===== config.mk =====
export PLATFORM = sky130hd
export DESIGN_NAME = gpio_seq_ctrl
export DESIGN_NICKNAME = d
export VERILOG_FILES = /design/src/rtl/gpio_seq_pkg.sv /design/src/rtl/gpio_seq_fifo.sv /design/src/rtl/gpio_seq_ctrl.sv
export SDC_FILE = /design/constraint.sdc
export NUM_CORES = 1
export LEC_CHECK = 0
export ABC_AREA = 1
export BUFFER_PORTS_ARGS = -buffer_cell sky130_fd_sc_hd__buf_4
export CAP_MARGIN = 20
export CELL_PAD_IN_SITES_DETAIL_PLACEMENT = 1
export CELL_PAD_IN_SITES_GLOBAL_PLACEMENT = 2
export CORE_ASPECT_RATIO = 1.1
export CORE_MARGIN = 5
export CORE_UTILIZATION = 46
export DETAILED_ROUTE_END_ITERATION = 8
export PLACE_DENSITY_LB_ADDON = 0.1
export REMOVE_ABC_BUFFERS = 1
export SYNTH_ARGS = -nofsm -noshare
export SYNTH_HDL_FRONTEND = slang
export SYNTH_SLANG_ARGS = --single-unit
export TNS_END_PERCENT = 100

===== constraint.sdc =====
create_clock -name pclk -period 12.97 [get_ports pclk]
set_clock_uncertainty 0.1 [all_clocks]
set_input_delay 1.297 -clock pclk [delete_from_list [all_inputs] [get_ports pclk]]
set_output_delay 1.297 -clock pclk [all_outputs]
set_load 0.005 [all_outputs]

===== src/rtl/gpio_seq_pkg.sv =====
// Shared types and default sizing for the GPIO pattern sequencer.
package gpio_seq_pkg;

  localparam int GPIO_NUM_DEF   = 32;
  localparam int FIFO_DEPTH_DEF = 8;
  localparam int CNT_WIDTH_DEF  = 16;

  typedef enum logic {
    IDLE = 1'b0,
    RUN  = 1'b1
  } state_e;

  // Entry layout at the default widths; the top rebuilds the same field order at its own widths.
  typedef struct packed {
    logic [GPIO_NUM_DEF-1:0]  data;
    logic [GPIO_NUM_DEF-1:0]  mask;
    logic [CNT_WIDTH_DEF-1:0] hold;
  } entry_t;

endpackage


===== src/rtl/gpio_seq_fifo.sv =====
// Synchronous FIFO with wrap-around pointers and occupancy count; storage is not reset.
module gpio_seq_fifo
  import gpio_seq_pkg::*;
#(
  parameter int WIDTH = 2 * GPIO_NUM_DEF + CNT_WIDTH_DEF,
  parameter int DEPTH = FIFO_DEPTH_DEF
) (
  input  logic                     clk,
  input  logic                     rst,
  input  logic                     flush,
  input  logic                     wr_en,
  input  logic [WIDTH-1:0]         wr_data,
  input  logic                     rd_en,
  output logic [WIDTH-1:0]         rd_data,
  output logic                     full,
  output logic                     empty,
  output logic [$clog2(DEPTH):0]   count
);

  localparam int AW = $clog2(DEPTH);

  logic [WIDTH-1:0] mem [DEPTH];
  logic [AW-1:0]    wr_ptr;
  logic [AW-1:0]    rd_ptr;
  logic [AW:0]      cnt_q;
  logic             wr_ok;
  logic             rd_ok;

  assign full    = (cnt_q == (AW+1)'(DEPTH));
  assign empty   = (cnt_q == '0);
  assign count   = cnt_q;
  assign rd_data = mem[rd_ptr];

  // Full blocks a write even when a read frees a slot in the same cycle.
  assign wr_ok = wr_en && !full && !flush;
  assign rd_ok = rd_en && !empty && !flush;

  always_ff @(posedge clk) begin
    if (rst || flush) begin
      wr_ptr <= '0;
      rd_ptr <= '0;
      cnt_q  <= '0;
    end else begin
      if (wr_ok) wr_ptr <= wr_ptr + 1'b1;
      if (rd_ok) rd_ptr <= rd_ptr + 1'b1;
      cnt_q <= cnt_q + {{AW{1'b0}}, wr_ok} - {{AW{1'b0}}, rd_ok};
    end
  end

  always_ff @(posedge clk) begin
    if (wr_ok) mem[wr_ptr] <= wr_data;
  end

endmodule


===== src/rtl/gpio_seq_ctrl.sv =====
// GPIO pattern sequencer: plays masked FIFO entries onto gpio_out_o, each for max(hold,1) cycles.
// Define GPIO_SEQ_IRQ_EN to build the sticky completion interrupt irq_o.
module gpio_seq_ctrl
  import gpio_seq_pkg::*;
#(
  parameter int GPIO_NUM   = GPIO_NUM_DEF,
  parameter int FIFO_DEPTH = FIFO_DEPTH_DEF,
  parameter int CNT_WIDTH  = CNT_WIDTH_DEF
) (
  input  logic                          pclk,
  input  logic                          prst,
  input  logic                          push_valid_i,
  output logic                          push_ready_o,
  input  logic [GPIO_NUM-1:0]           push_data_i,
  input  logic [GPIO_NUM-1:0]           push_mask_i,
  input  logic [CNT_WIDTH-1:0]          push_hold_i,
  input  logic                          start_i,
  input  logic                          stop_i,
  input  logic                          flush_i,
  output logic [GPIO_NUM-1:0]           gpio_out_o,
  output logic                          busy_o,
  output logic                          done_o,
  output logic [$clog2(FIFO_DEPTH):0]   fifo_cnt_o,
  output logic                          irq_o,
  input  logic                          irq_clr_i
);

  localparam int EW = 2 * GPIO_NUM + CNT_WIDTH;

  typedef struct packed {
    logic [GPIO_NUM-1:0]  data;
    logic [GPIO_NUM-1:0]  mask;
    logic [CNT_WIDTH-1:0] hold;
  } slot_t;

  function automatic logic [CNT_WIDTH-1:0] hold_load(input logic [CNT_WIDTH-1:0] h);
    return (h == '0) ? CNT_WIDTH'(1) : h;
  endfunction

  function automatic logic [GPIO_NUM-1:0] apply_mask(input logic [GPIO_NUM-1:0] cur,
                                                     input logic [GPIO_NUM-1:0] d,
                                                     input logic [GPIO_NUM-1:0] m);
    return (cur & ~m) | (d & m);
  endfunction

  state_e               state, state_n;
  logic [CNT_WIDTH-1:0] cnt, cnt_n;
  logic [GPIO_NUM-1:0]  gpio_q, gpio_n;
  logic                 done_q, done_n;
  logic                 pop;
  logic                 fifo_full;
  logic                 fifo_empty;
  logic [EW-1:0]        fifo_rd_data;
  slot_t                head;

  gpio_seq_fifo #(
    .WIDTH (EW),
    .DEPTH (FIFO_DEPTH)
  ) u_fifo (
    .clk     (pclk),
    .rst     (prst),
    .flush   (flush_i),
    .wr_en   (push_valid_i),
    .wr_data ({push_data_i, push_mask_i, push_hold_i}),
    .rd_en   (pop),
    .rd_data (fifo_rd_data),
    .full    (fifo_full),
    .empty   (fifo_empty),
    .count   (fifo_cnt_o)
  );

  assign head         = slot_t'(fifo_rd_data);
  assign push_ready_o = !fifo_full;
  assign busy_o       = (state == RUN);
  assign gpio_out_o   = gpio_q;
  assign done_o       = done_q;

  always_comb begin
    state_n = state;
    cnt_n   = cnt;
    gpio_n  = gpio_q;
    pop     = 1'b0;
    done_n  = 1'b0;
    if (flush_i) begin
      state_n = IDLE;
      cnt_n   = '0;
    end else begin
      case (state)
        IDLE: begin
          if (start_i && !fifo_empty) begin
            pop     = 1'b1;
            state_n = RUN;
          end
        end
        RUN: begin
          if (stop_i) begin
            state_n = IDLE;
            cnt_n   = '0;
          end else if (cnt > CNT_WIDTH'(1)) begin
            cnt_n = cnt - CNT_WIDTH'(1);
          end else if (!fifo_empty) begin
            pop = 1'b1;
          end else begin
            state_n = IDLE;
            cnt_n   = '0;
            done_n  = 1'b1;
          end
        end
        default: state_n = IDLE;
      endcase
    end
    // A pop applies the head entry at the same edge, so back-to-back entries leave no gap.
    if (pop) begin
      gpio_n = apply_mask(gpio_q, head.data, head.mask);
      cnt_n  = hold_load(head.hold);
    end
  end

  always_ff @(posedge pclk) begin
    if (prst) begin
      state  <= IDLE;
      cnt    <= '0;
      gpio_q <= '0;
      done_q <= 1'b0;
    end else begin
      state  <= state_n;
      cnt    <= cnt_n;
      gpio_q <= gpio_n;
      done_q <= done_n;
    end
  end

`ifdef GPIO_SEQ_IRQ_EN
  logic irq_q;

  // Set takes precedence over a clear arriving in the same cycle.
  always_ff @(posedge pclk) begin
    if (prst) begin
      irq_q <= 1'b0;
    end else if (done_n) begin
      irq_q <= 1'b1;
    end else if (irq_clr_i) begin
      irq_q <= 1'b0;
    end
  end

  assign irq_o = irq_q;
`else
  logic unused_irq_clr;

  assign unused_irq_clr = irq_clr_i;
  assign irq_o          = 1'b0;
`endif

endmodule


* Yosys cells after proc, flatten, opt, wreduce, memory -nomap -nowiden
Memories as Yosys holds them, arrays and structs flattened. A register that Yosys moved wholly into a read port is not among the register bits.
Cells that the tools add are included.
** Storage, ports and cells
- Memories :: 1
- Register bits :: 60
- Word-level logic and storage cells :: 57
- Input port bits :: 87
- Output and inout port bits :: 40
- RAM bits :: 640
** Operators by class
- Add/sub/neg operators :: 5
- Mux-type cells :: 21
- Equal/unequal tests :: 1
- Reductions and logical operators :: 16
- Bitwise operators :: 5
- Magnitude comparators :: 1
** Memory list
- u_fifo.mem :: depth 8, width 80, rd ports 1, clocked after Yosys merged registers in 1, wr ports 1, RTL line gpio_seq_fifo.sv:22 : logic [WIDTH-1:0] mem [DEPTH];
** Operator list (count)
- 16-bit two-way mux :: 7
- 32-bit AND :: 2
- 32-bit NOT :: 1
- 32-bit bitwise OR :: 1
- 16-bit by 1-bit > comparator with 1-bit output (second input constant) :: 1
- 16-bit logical NOT :: 1
- 16-bit by 1-bit subtractor with 16-bit output (second input constant) :: 1
- 1-bit two-way mux :: 10
- 3-bit by 1-bit adder with 3-bit output (second input constant) :: 2
- 3-bit two-way mux :: 2
- 1-bit logical AND :: 5
- 5-bit nonzero test :: 1
- 5-bit OR reduction :: 1
- 4-bit by 1-bit adder with 4-bit output :: 1
- 4-bit equality test (second input constant) :: 1
- 4-bit logical NOT :: 1
- 1-bit one-hot mux with 2 select lines :: 2
- 4-bit by 1-bit subtractor with 4-bit output :: 1
- 1-bit logical NOT :: 3
- 3-bit nonzero test :: 1
- 2-bit AND reduction :: 1
- 2-bit OR reduction :: 1
- 1-bit logical OR :: 1
- 1-bit NOT :: 1

* Depth between registers and ports, before layout
- Word-level depth :: 10
- Depth in mapped cells :: 17
- Gate-level depth less buffers :: 15

* By module
From an unflattened synthesis, not the netlist that was laid out.
** Second synthesis, totals
- Cells, all modules :: 2653
- Area total of the unflattened synthesis :: 28855.2 um^2
** By module, submodules not included
- gpio_seq_fifo :: sequential area each 19478.7 um^2, instances 1, area an instance 26146.3 um^2, cells an instance 2229
- gpio_seq_ctrl :: sequential area each 1001.0 um^2, instances 1, area an instance 2708.8 um^2, cells an instance 424

* Least setup slack after synthesis
OpenSTA, ideal clock, no wires.
- Path type :: input to register
- From :: input port flush_i
- To :: memory u_fifo.mem[0][0] (netlist name), enable pin
- Slack :: 7.195 ns
- Cell stages on the path :: 4
- Setup time :: 0.519 ns
- Data required time :: 12.351 ns
- Path buffers :: 0
- Arrival time :: 5.156 ns
- Path through :: inv_1 > nand3_1 > or2_2 > nor2_1
** Between the ends
- Cells in the longest elaborated chain, start to end :: 4
** RTL lines
- start, declared :: RTL line gpio_seq_ctrl.sv:19 : input logic flush_i,
- 1-bit logical NOT :: RTL line gpio_seq_fifo.sv:35 : assign wr_ok = wr_en && !full && !flush;
- 1-bit logical AND :: RTL line gpio_seq_fifo.sv:35
- 1-bit two-way mux :: RTL line gpio_seq_fifo.sv:51 : if (wr_ok) mem[wr_ptr] <= wr_data;
- 1-bit two-way mux (not written as such) :: RTL line gpio_seq_fifo.sv:51
- end, declared :: RTL line gpio_seq_fifo.sv:22
No other way between the ends.

==> flow_summary.ini <==
[worst_setup_path]
critPathArrivalTime_ps = 4390
worstPathMaxFanout = 169
start_kind = register
crit_family = buffers and inverters
crit_required_ps = 13310
slowest_stage = buf_4
crit_chain = inv_8 > buf_4 > buf_4 > o21ai_0 > o22ai_1 > inv_1 > o21ai_1 > nand2_1 > nand2_1 > a21oi_1
crit_buf_inv = 4
endpoint_kind = register
crit_type = register to register
reg2reg_slack_ps = 8920
critical_path.max_stage_delay_ps = 860

[logic_synthesis]
synth_top_area_frac = 0.683
synth-edff-count = 640
synthCells = 2331
yosys.area.top_type = edfxtp_1
async_flop_share = 0
ys_top_cells_by_count = edfxtp_1, nand2_1, nor2_1
netlist_area_um2 = 28100
syn_area_per_cell_um2 = 12.1
ys_seq_area_frac = 0.728
synth.area.top_cells = edfxtp_1, nand2_1, o21ai_0, dfxtp_1, nor2_1
synth-seq-cells = 703
yosysMostFrequentCell = edfxtp_1
ys_warn_count = 0
yosysUniqueCellTypes = 35
synth-main-ff-cell = edfxtp_1

[floorplanning]
initial_core_util = 0.462
die-area_um2 = 66200
fp.coreArea_um2 = 60900
core.rowCount = 95
dieWidth_um = 246
boundaryPins = 127
die_height_um = 269

[job]
max_cap_violations = 0

[layout]
utilization = 0.529
area_delta_synth_final_pct = 14.5
drive_above_1_share = 0.117
fin_nets = 2515

[power_and_ir_drop]
power_mw = 4.89
cellLeakagePower_nw = 11.6
vdd_drop_max_v = 0.000148
powerDensity_nw_per_um2 = 152

[detailed_routing]
drt_iter0_drc = 967
dr.pass1.iters = 5
via_per_inst = 5.49
postRouteAntennaNets = 0
drcViolationCount = 0
vias = 18100
wl_per_cell_um = 22.2
wl_mm = 73.2

[clock_tree]
cts_buffers = 75
root_buffer = clkbuf_16
cts_num_sinks = 703
holdBufCountCts = 0
ctsResizeCount = 0
clk_pin_slew_ps = 60
cts_setup_buffers = 0
cts_tree = done
clk_path_buf_depth = 3
cts_max_level = 3
clock_latency_ps = 600

[grt]
grt_remaining_overflow = 0
grt_pass1_wl_mm = 113
grt_antenna_before_repair = 5
grt_usage = 0.219
grt_max_degree = 170
grt_pass1_vias = 19400

[sta]
hold_violations = 0
setup_viol = 0
slew_headroom = 0.281
period_share = 0.312
fin_hold_ws_ps = 361
maxSlewViolCount = 0
rsz0062_at_grt = false
tightest_slew_ps = 1080
post-route-min-period_ps = 4050
tns_ps = 0
clock.fmax_mhz = 247

[placement]
port_buffers = 124
gp_congestion = 0.711
hpwl_mm = 37.7

[worst_hold_path]
hold_class = register to register
worstHoldStart = u_fifo.rd_ptr[2]$_SDFFE_PP0P_

[outcome]
status = completed
## path summary, 6_finish.rpt
check | cells after the start | end
worst max-delay path | 10 | register
worst min register to register | 2 | register
worst min-delay path | 2 | register
worst max register to register | 10 | register
## placed cells by master (no fill, tap or decap), types with 42 or more instances in the layout
master     instances
nand3_1           81
nor2_1           291
nand2_1          385
buf_4            150
o22ai_1           64
a21oi_1           42
o21ai_1           42
inv_1            157
dfxtp_1           60
o21ai_0          262
clkbuf_16         78
edfxtp_1         640
o221ai_1          64
## routing by layer
metal  up-vias  routed length [um]  global-route usage
met5         -                  21                   0
met4         4                1670              0.0624
met3       101                2430              0.0344
met2       275               37100               0.384
met1      9287               32000               0.282
li1       8472                   -                   -
## through the flow
step	setup slack (ps)	cells	cell area, um^2
2_1_floorplan	1950	2188	27400
3_3_place_gp	8540	3162	29600
3_5_place_dp	8470	3164	29700
4_1_cts	8890	3301	32200
5_1_grt	8550	3302	32200
6_report	8920	3304	32200
## registers in the layout, summed over array words and instances (netlist names), named ones only
| name | flops |
|---|---|
| done_o | 1 |
| u_fifo.rd_ptr | 3 |
| u_fifo.mem | 640 |
| cnt | 16 |
| u_fifo.count | 4 |
| busy_o | 1 |
| u_fifo.wr_ptr | 3 |
## logic make-up (layout without fill, tap and decap cells)
kind of cell	Yosys count	after routing	synth area share
flops	703	703	0.728
fa+ha+maj	11	11	0.00516
other cells	1	4	0.000133
compound gates	489	489	0.0998
xor+xnor	11	11	0.00343
simple gates	812	812	0.116
buf+inv	304	450	0.0469
## power by group
group / internal (mW) / switching, mW
combinational: 0.0736 / 0.151
sequential: 2.50 / 0.0142
clock: 1.29 / 0.857
## worst reg2reg max path, stage by stage, from the launching register on
cell	delay, ps
dfxtp_4	470
inv_8	630
buf_4	1060
buf_4	720
o21ai_0	230
o22ai_1	190
inv_1	60
o21ai_1	180
nand2_1	90
nand2_1	100
a21oi_1	60
## final cells by class
class                      count  area, um^2
clock inverter                32         330
inverter                     161         618
fill                        6246       28700
clock buffer                 105        2170
tap                          824        1030
sequential                   703       20500
antenna                        3        7.51
multi-input combinational   1324        6380
timing repair buffer         152        1160
Power figures use the tool's default switching activity.
